`src/rtl/carregador_programa.sv`:
```
`default_nettype none
// ---------------------------------------------------------------------------
// carregador_programa : byte-stream program loader for the instruction memory;
// keeps the CPU frozen until the load ends. Option macro: CHECKSUM_EN. Rev 1.0
// ---------------------------------------------------------------------------
module carregador_programa #(
   parameter int ADDR_W  = 5,
   parameter int N_WORDS = 32
) (
   input  logic              clk,
   input  logic              rst_n,
   input  logic              byte_valid,
   input  logic [7:0]        byte_data,
   output logic              byte_ready,
   input  logic              restart,
   output logic              mem_we,
   output logic [ADDR_W-1:0] mem_endr,
   output logic [31:0]       mem_din,
   output logic              cpu_hold,
   output logic              done,
   output logic              erro
);
   localparam logic [ADDR_W:0] MAX_CNT = (ADDR_W+1)'(N_WORDS);

`ifdef CHECKSUM_EN
   typedef enum logic [2:0] {S_IDLE, S_RECV, S_WRITE, S_CHECK, S_DONE, S_ERROR} state_t;
`else
   typedef enum logic [2:0] {S_IDLE, S_RECV, S_WRITE, S_DONE, S_ERROR} state_t;
`endif

   state_t            state_q;
   logic [ADDR_W:0]   count_q;
   logic [ADDR_W-1:0] widx_q;
   logic [1:0]        bidx_q;
   logic [23:0]       word_q;
   logic              mem_we_q;
   logic [ADDR_W-1:0] mem_endr_q;
   logic [31:0]       mem_din_q;
   logic              cpu_hold_q;
   logic              done_q;
   logic              erro_q;
`ifdef CHECKSUM_EN
   logic [7:0]        csum_q;
`endif

   logic [ADDR_W:0] hdr_cnt;
   logic            hdr_ok;
   logic            xfer;
   logic            last_word;

`ifdef CHECKSUM_EN
   assign byte_ready = (state_q == S_IDLE) || (state_q == S_RECV) || (state_q == S_CHECK);
`else
   assign byte_ready = (state_q == S_IDLE) || (state_q == S_RECV);
`endif

   assign xfer      = byte_valid && byte_ready;
   assign hdr_cnt   = byte_data[ADDR_W:0];
   // Bits above the count field must be zero, otherwise the header is malformed.
   assign hdr_ok    = (hdr_cnt != '0) && (hdr_cnt <= MAX_CNT) &&
                      ((byte_data >> (ADDR_W + 1)) == 8'd0);
   assign last_word = ({1'b0, widx_q} == (count_q - 1'b1));

   assign mem_we   = mem_we_q;
   assign mem_endr = mem_endr_q;
   assign mem_din  = mem_din_q;
   assign cpu_hold = cpu_hold_q;
   assign done     = done_q;
   assign erro     = erro_q;

   always_ff @(posedge clk or negedge rst_n) begin
      if (!rst_n) begin
         state_q    <= S_IDLE;
         count_q    <= '0;
         widx_q     <= '0;
         bidx_q     <= '0;
         word_q     <= '0;
         mem_we_q   <= 1'b0;
         mem_endr_q <= '0;
         mem_din_q  <= '0;
         cpu_hold_q <= 1'b1;
         done_q     <= 1'b0;
         erro_q     <= 1'b0;
`ifdef CHECKSUM_EN
         csum_q     <= '0;
`endif
      end else begin
         case (state_q)
            S_IDLE: begin
               if (xfer) begin
                  if (hdr_ok) begin
                     state_q <= S_RECV;
                     count_q <= hdr_cnt;
                     widx_q  <= '0;
                     bidx_q  <= '0;
`ifdef CHECKSUM_EN
                     csum_q  <= byte_data;
`endif
                  end else begin
                     state_q <= S_ERROR;
                     erro_q  <= 1'b1;
                  end
               end
            end
            S_RECV: begin
               if (xfer) begin
`ifdef CHECKSUM_EN
                  csum_q <= csum_q ^ byte_data;
`endif
                  bidx_q <= bidx_q + 2'd1;
                  // Lower three bytes shift in LSB first; the fourth completes the word.
                  if (bidx_q == 2'd3) begin
                     state_q    <= S_WRITE;
                     mem_we_q   <= 1'b1;
                     mem_endr_q <= widx_q;
                     mem_din_q  <= {byte_data, word_q};
                  end else begin
                     word_q <= {byte_data, word_q[23:8]};
                  end
               end
            end
            S_WRITE: begin
               mem_we_q <= 1'b0;
               if (last_word) begin
`ifdef CHECKSUM_EN
                  state_q    <= S_CHECK;
`else
                  state_q    <= S_DONE;
                  done_q     <= 1'b1;
                  cpu_hold_q <= 1'b0;
`endif
               end else begin
                  widx_q  <= widx_q + 1'b1;
                  state_q <= S_RECV;
               end
            end
`ifdef CHECKSUM_EN
            S_CHECK: begin
               if (xfer) begin
                  if (byte_data == csum_q) begin
                     state_q    <= S_DONE;
                     done_q     <= 1'b1;
                     cpu_hold_q <= 1'b0;
                  end else begin
                     state_q <= S_ERROR;
                     erro_q  <= 1'b1;
                  end
               end
            end
`endif
            S_DONE, S_ERROR: begin
               if (restart) begin
                  state_q    <= S_IDLE;
                  cpu_hold_q <= 1'b1;
                  done_q     <= 1'b0;
                  erro_q     <= 1'b0;
                  widx_q     <= '0;
                  bidx_q     <= '0;
               end
            end
            default: state_q <= S_IDLE;
         endcase
      end
   end

endmodule
`default_nettype wire

```
`config.mk`:
```
export PLATFORM = sky130hd
export DESIGN_NAME = carregador_programa
export DESIGN_NICKNAME = d
export VERILOG_FILES = /design/src/rtl/carregador_programa.sv
export SDC_FILE = /design/constraint.sdc
export NUM_CORES = 1
export LEC_CHECK = 0
export CELL_PAD_IN_SITES_DETAIL_PLACEMENT = 0
export CELL_PAD_IN_SITES_GLOBAL_PLACEMENT = 1
export CORE_MARGIN = 2
export CORE_UTILIZATION = 43
export DETAILED_ROUTE_END_ITERATION = 12
export GPL_TIMING_DRIVEN = 0
export PLACE_DENSITY_LB_ADDON = 0.12
export REMOVE_ABC_BUFFERS = 1
export SLEW_MARGIN = 30
export SYNTH_ARGS = -nofsm -noshare
export SYNTH_HDL_FRONTEND = slang
export SYNTH_SLANG_ARGS = --single-unit
```
`constraint.sdc`:
```
create_clock -name clk -period 2.2 [get_ports clk]
set_input_delay 0.22 -clock clk [delete_from_list [all_inputs] [get_ports clk]]
set_output_delay 0.22 -clock clk [all_outputs]
set_load 0.005 [all_outputs]
```
==> impl_metrics.json <==
{
  "run_status": "finished, final reports clean",
  "post_drt_via_cell_ratio": 5.08,
  "ranking_of_synthesized_cells_by_instance_count": "dfrtp_1, mux2_2, nand2_1",
  "synth_top_area_share_pct": 56.5,
  "powerDensity_nw_per_um2": 863,
  "initial_core_util_pct": 43.8,
  "critical_path_arrival_ns": 2.36,
  "remaining_drc_errors": 0,
  "vias_in_the_first_global_route": 2370,
  "asyncSetResetFlopFracSynth_pct": 100,
  "die_w_um": 94.8,
  "final_core_util_pct": 55.4,
  "fp.dieArea_um2": 8990,
  "std_cell_rows": 33,
  "syn-instance-count": 275,
  "cts_num_sinks": 81,
  "seq_area_frac_synth_pct": 57.2,
  "rsz0062_at_grt": "false",
  "rd_place_congestion": 0.723,
  "critPathLaunchType": "input pin",
  "timing.final.setup_violations": 0,
  "leakagePower_nw": 2.05,
  "worst_setup_path_end_kind": "register",
  "min_period_ns": 2.13,
  "grt-ovfl-total": 0,
  "totalWireLength_um": 6680,
  "worstMarginPinSlew_ns": 0.540,
  "clock_power_share_pct": 25.6,
  "ios": 54,
  "yosys-top-cells-area": "dfrtp_1, mux2_2, nand2_1",
  "crit-reg2reg-capture": "widx_q[3]",
  "number_of_storage_elements_in_the_synthesis_netlist": 81,
  "ant_nets_after_route": 0,
  "grt_first_pass_wirelength_um": 11500,
  "grtUsageTotal_pct": 16.4,
  "power_switching_share_pct": 29.9,
  "cellInternalPower_mw": 2.71,
  "achievable-frequency_mhz": 470,
  "fin_crit_sh_pct": 96.8,
  "synth_largest_area_cell": "dfrtp_1",
  "sequentialPowerShare_pct": 53.2,
  "syn_area_um2": 3540,
  "layout-drive-gt1-share_pct": 30.1,
  "cts_htree_levels": 3,
  "worst_clock_skew_ns": 0.00842,
  "antenna_found_initial": 0,
  "die_y_um": 94.8,
  "rr_startpoint": "count_q[0]",
  "post_drt_wl_per_cell_um": 14.8,
  "finalHoldViolCount": 0,
  "synth_most_common_cell": "dfrtp_1",
  "detail_route.iter0.violations": 79,
  "cts.root.buffer_cell": "clkbuf_8",
  "p_total_mw": 3.87,
  "startpoint": "byte_data[0]",
  "grt_max_degree": 54,
  "yosysWarningCount": 0,
  "top_flip_flop_cell_by_instance_count_after_synthesis": "dfrtp_1",
  "cts_made_buffers": 9,
  "synth_edf_count": 0,
  "worst_slack_ns": 0.0709,
  "cts.clk_slew.worst_paths_ns": 0.09,
  "dp_worst_setup_slack_ns": -0.307,
  "ys_types": 45,
  "critPathRequiredTime_ns": 2.43,
  "pre_antenna_drt_iters": 4,
  "diode_count": 0,
  "hold_path.class": "input pin to async pin",
  "rr_worst_depth": 7,
  "power.ir.vdd_worst_mv": 0.383,
  "maxCapViolCount": 0,
  "design.final.nets": 355,
  "max-slew-margin-rel_pct": 64.0,
  "timing.critical_path.fanout_max": 4,
  "placement.io_buffers": 53,
  "switchingPower_mw": 1.16,
  "fin_hold_ws_ns": 0.312,
  "synth.avg_cell_area_um2": 12.9,
  "core_region_area_um2": 8090,
  "cts_tree": "yes",
  "num_vias": 2288,
  "hpwl_um": 4570,
  "syn2layout_area_growth_pct": 26.5,
  "critical_path_class": "input pin to register",
  "slew_viols_final": 0,
  "combPwrFrac_pct": 21.2,
  "register_to_register_setup_slack_ns": 0.19,
  "cts_max_path_bufs": 2,
  "clk-insertion-delay-late_ns": 0.34
}
-- per-layer routing --
metal	vias to the layer above	share of wire (%)	track usage, %
li1	1107	-	-
met5	-	0	0
met4	0	0.70	6.16
met2	38	46	24.8
met1	1138	50	22.9
met3	5	3.8	3.99
-- power groups by stage --
stage	registers, mW	logic [mW]	clock network (mW)
CTS	2.06	0.833	1.03
detailed placement	2.09	0.822	0
floorplan	2.01	0.601	0
finish	2.06	0.822	0.990
global placement	2.08	0.788	0
global route	2.12	0.919	1.10
-- through the flow --
step / cells / setup TNS, ns / area [um2]
3_3_place_gp: 421 / -251.04 / 4160
2_1_floorplan: 263 / -26.11 / 3500
4_1_cts: 448 / 0 / 4470
5_1_grt: 450 / 0 / 4490
3_5_place_dp: 427 / -4.80 / 4250
6_report: 450 / 0 / 4490
-- worst max-delay path by stage --
stage,end,slack [ns],cells past startpoint
floorplan,mem_din[0],-0.52,3
global placement,mem_din[0],-2.11,1
detailed placement,bidx_q[0],-0.31,6
CTS,mem_din[25],0.06,5
global route,bidx_q[0],0.02,6
finish,bidx_q[0],0.07,6
-- state kept, by name (all words and copies together), names as in the netlist --
register	flops
bidx_q	2
state_q	3
word_q	24
mem_we	1
done	1
mem_endr	5
widx_q	5
erro	1
count_q	6
cpu_hold	1
mem_din	32
-- cell usage in the layout (no fill, tap or decap), types with 3 or more instances in the layout --
master           count
dfrtp_1             80
mux2_2              65
clkdlybuf4s50_1     52
nand2_1             18
nor2_1              13
inv_1               10
clkbuf_8             9
buf_4                7
o21ai_0              6
a21oi_1              6
nand2b_1             5
xnor2_1              5
nor2b_1              4
nand3_1              4
buf_6                4
a211o_1              3
nor3_1               3
nand4_1              3
a41oi_1              3
ha_1                 3
-- kinds of logic (layout without fill, tap and decap cells) --
family / after synthesis / after routing / synth area share (%)
flops: 81 / 81 / 57.2
mux: 67 / 67 / 21.4
simple gates: 61 / 61 / 9.18
compound gates: 34 / 34 / 7.06
buf+inv: 22 / 92 / 2.40
xor+xnor: 7 / 7 / 1.73
fa+ha+maj: 3 / 3 / 1.06
-- cell type report --
cell class	count	area, um2
inverter	10	37.5
clock inverter	7	53.8
tap	105	131
sequential	81	2030
fill	729	3610
multi-input combinational	172	1440
clock buffer	9	124
timing repair buffer	66	671
-- timing repair --
item,CTS,global route
cloned,0,0
setup buffers,4,2
pin swaps,2,1
gates resized for setup,0,1
setup endpoints to repair,26,16
hold buffers,1,0
hold endpoints to repair,27,0
-- critical path, stage by stage --
cell and delay (ns):
clkdlybuf4s50_1 0.48, or4_4 0.56, or3_4 0.36, and3_4 0.20, a31o_4 0.25, mux2_4 0.29
Power figures use the tool's default switching activity.
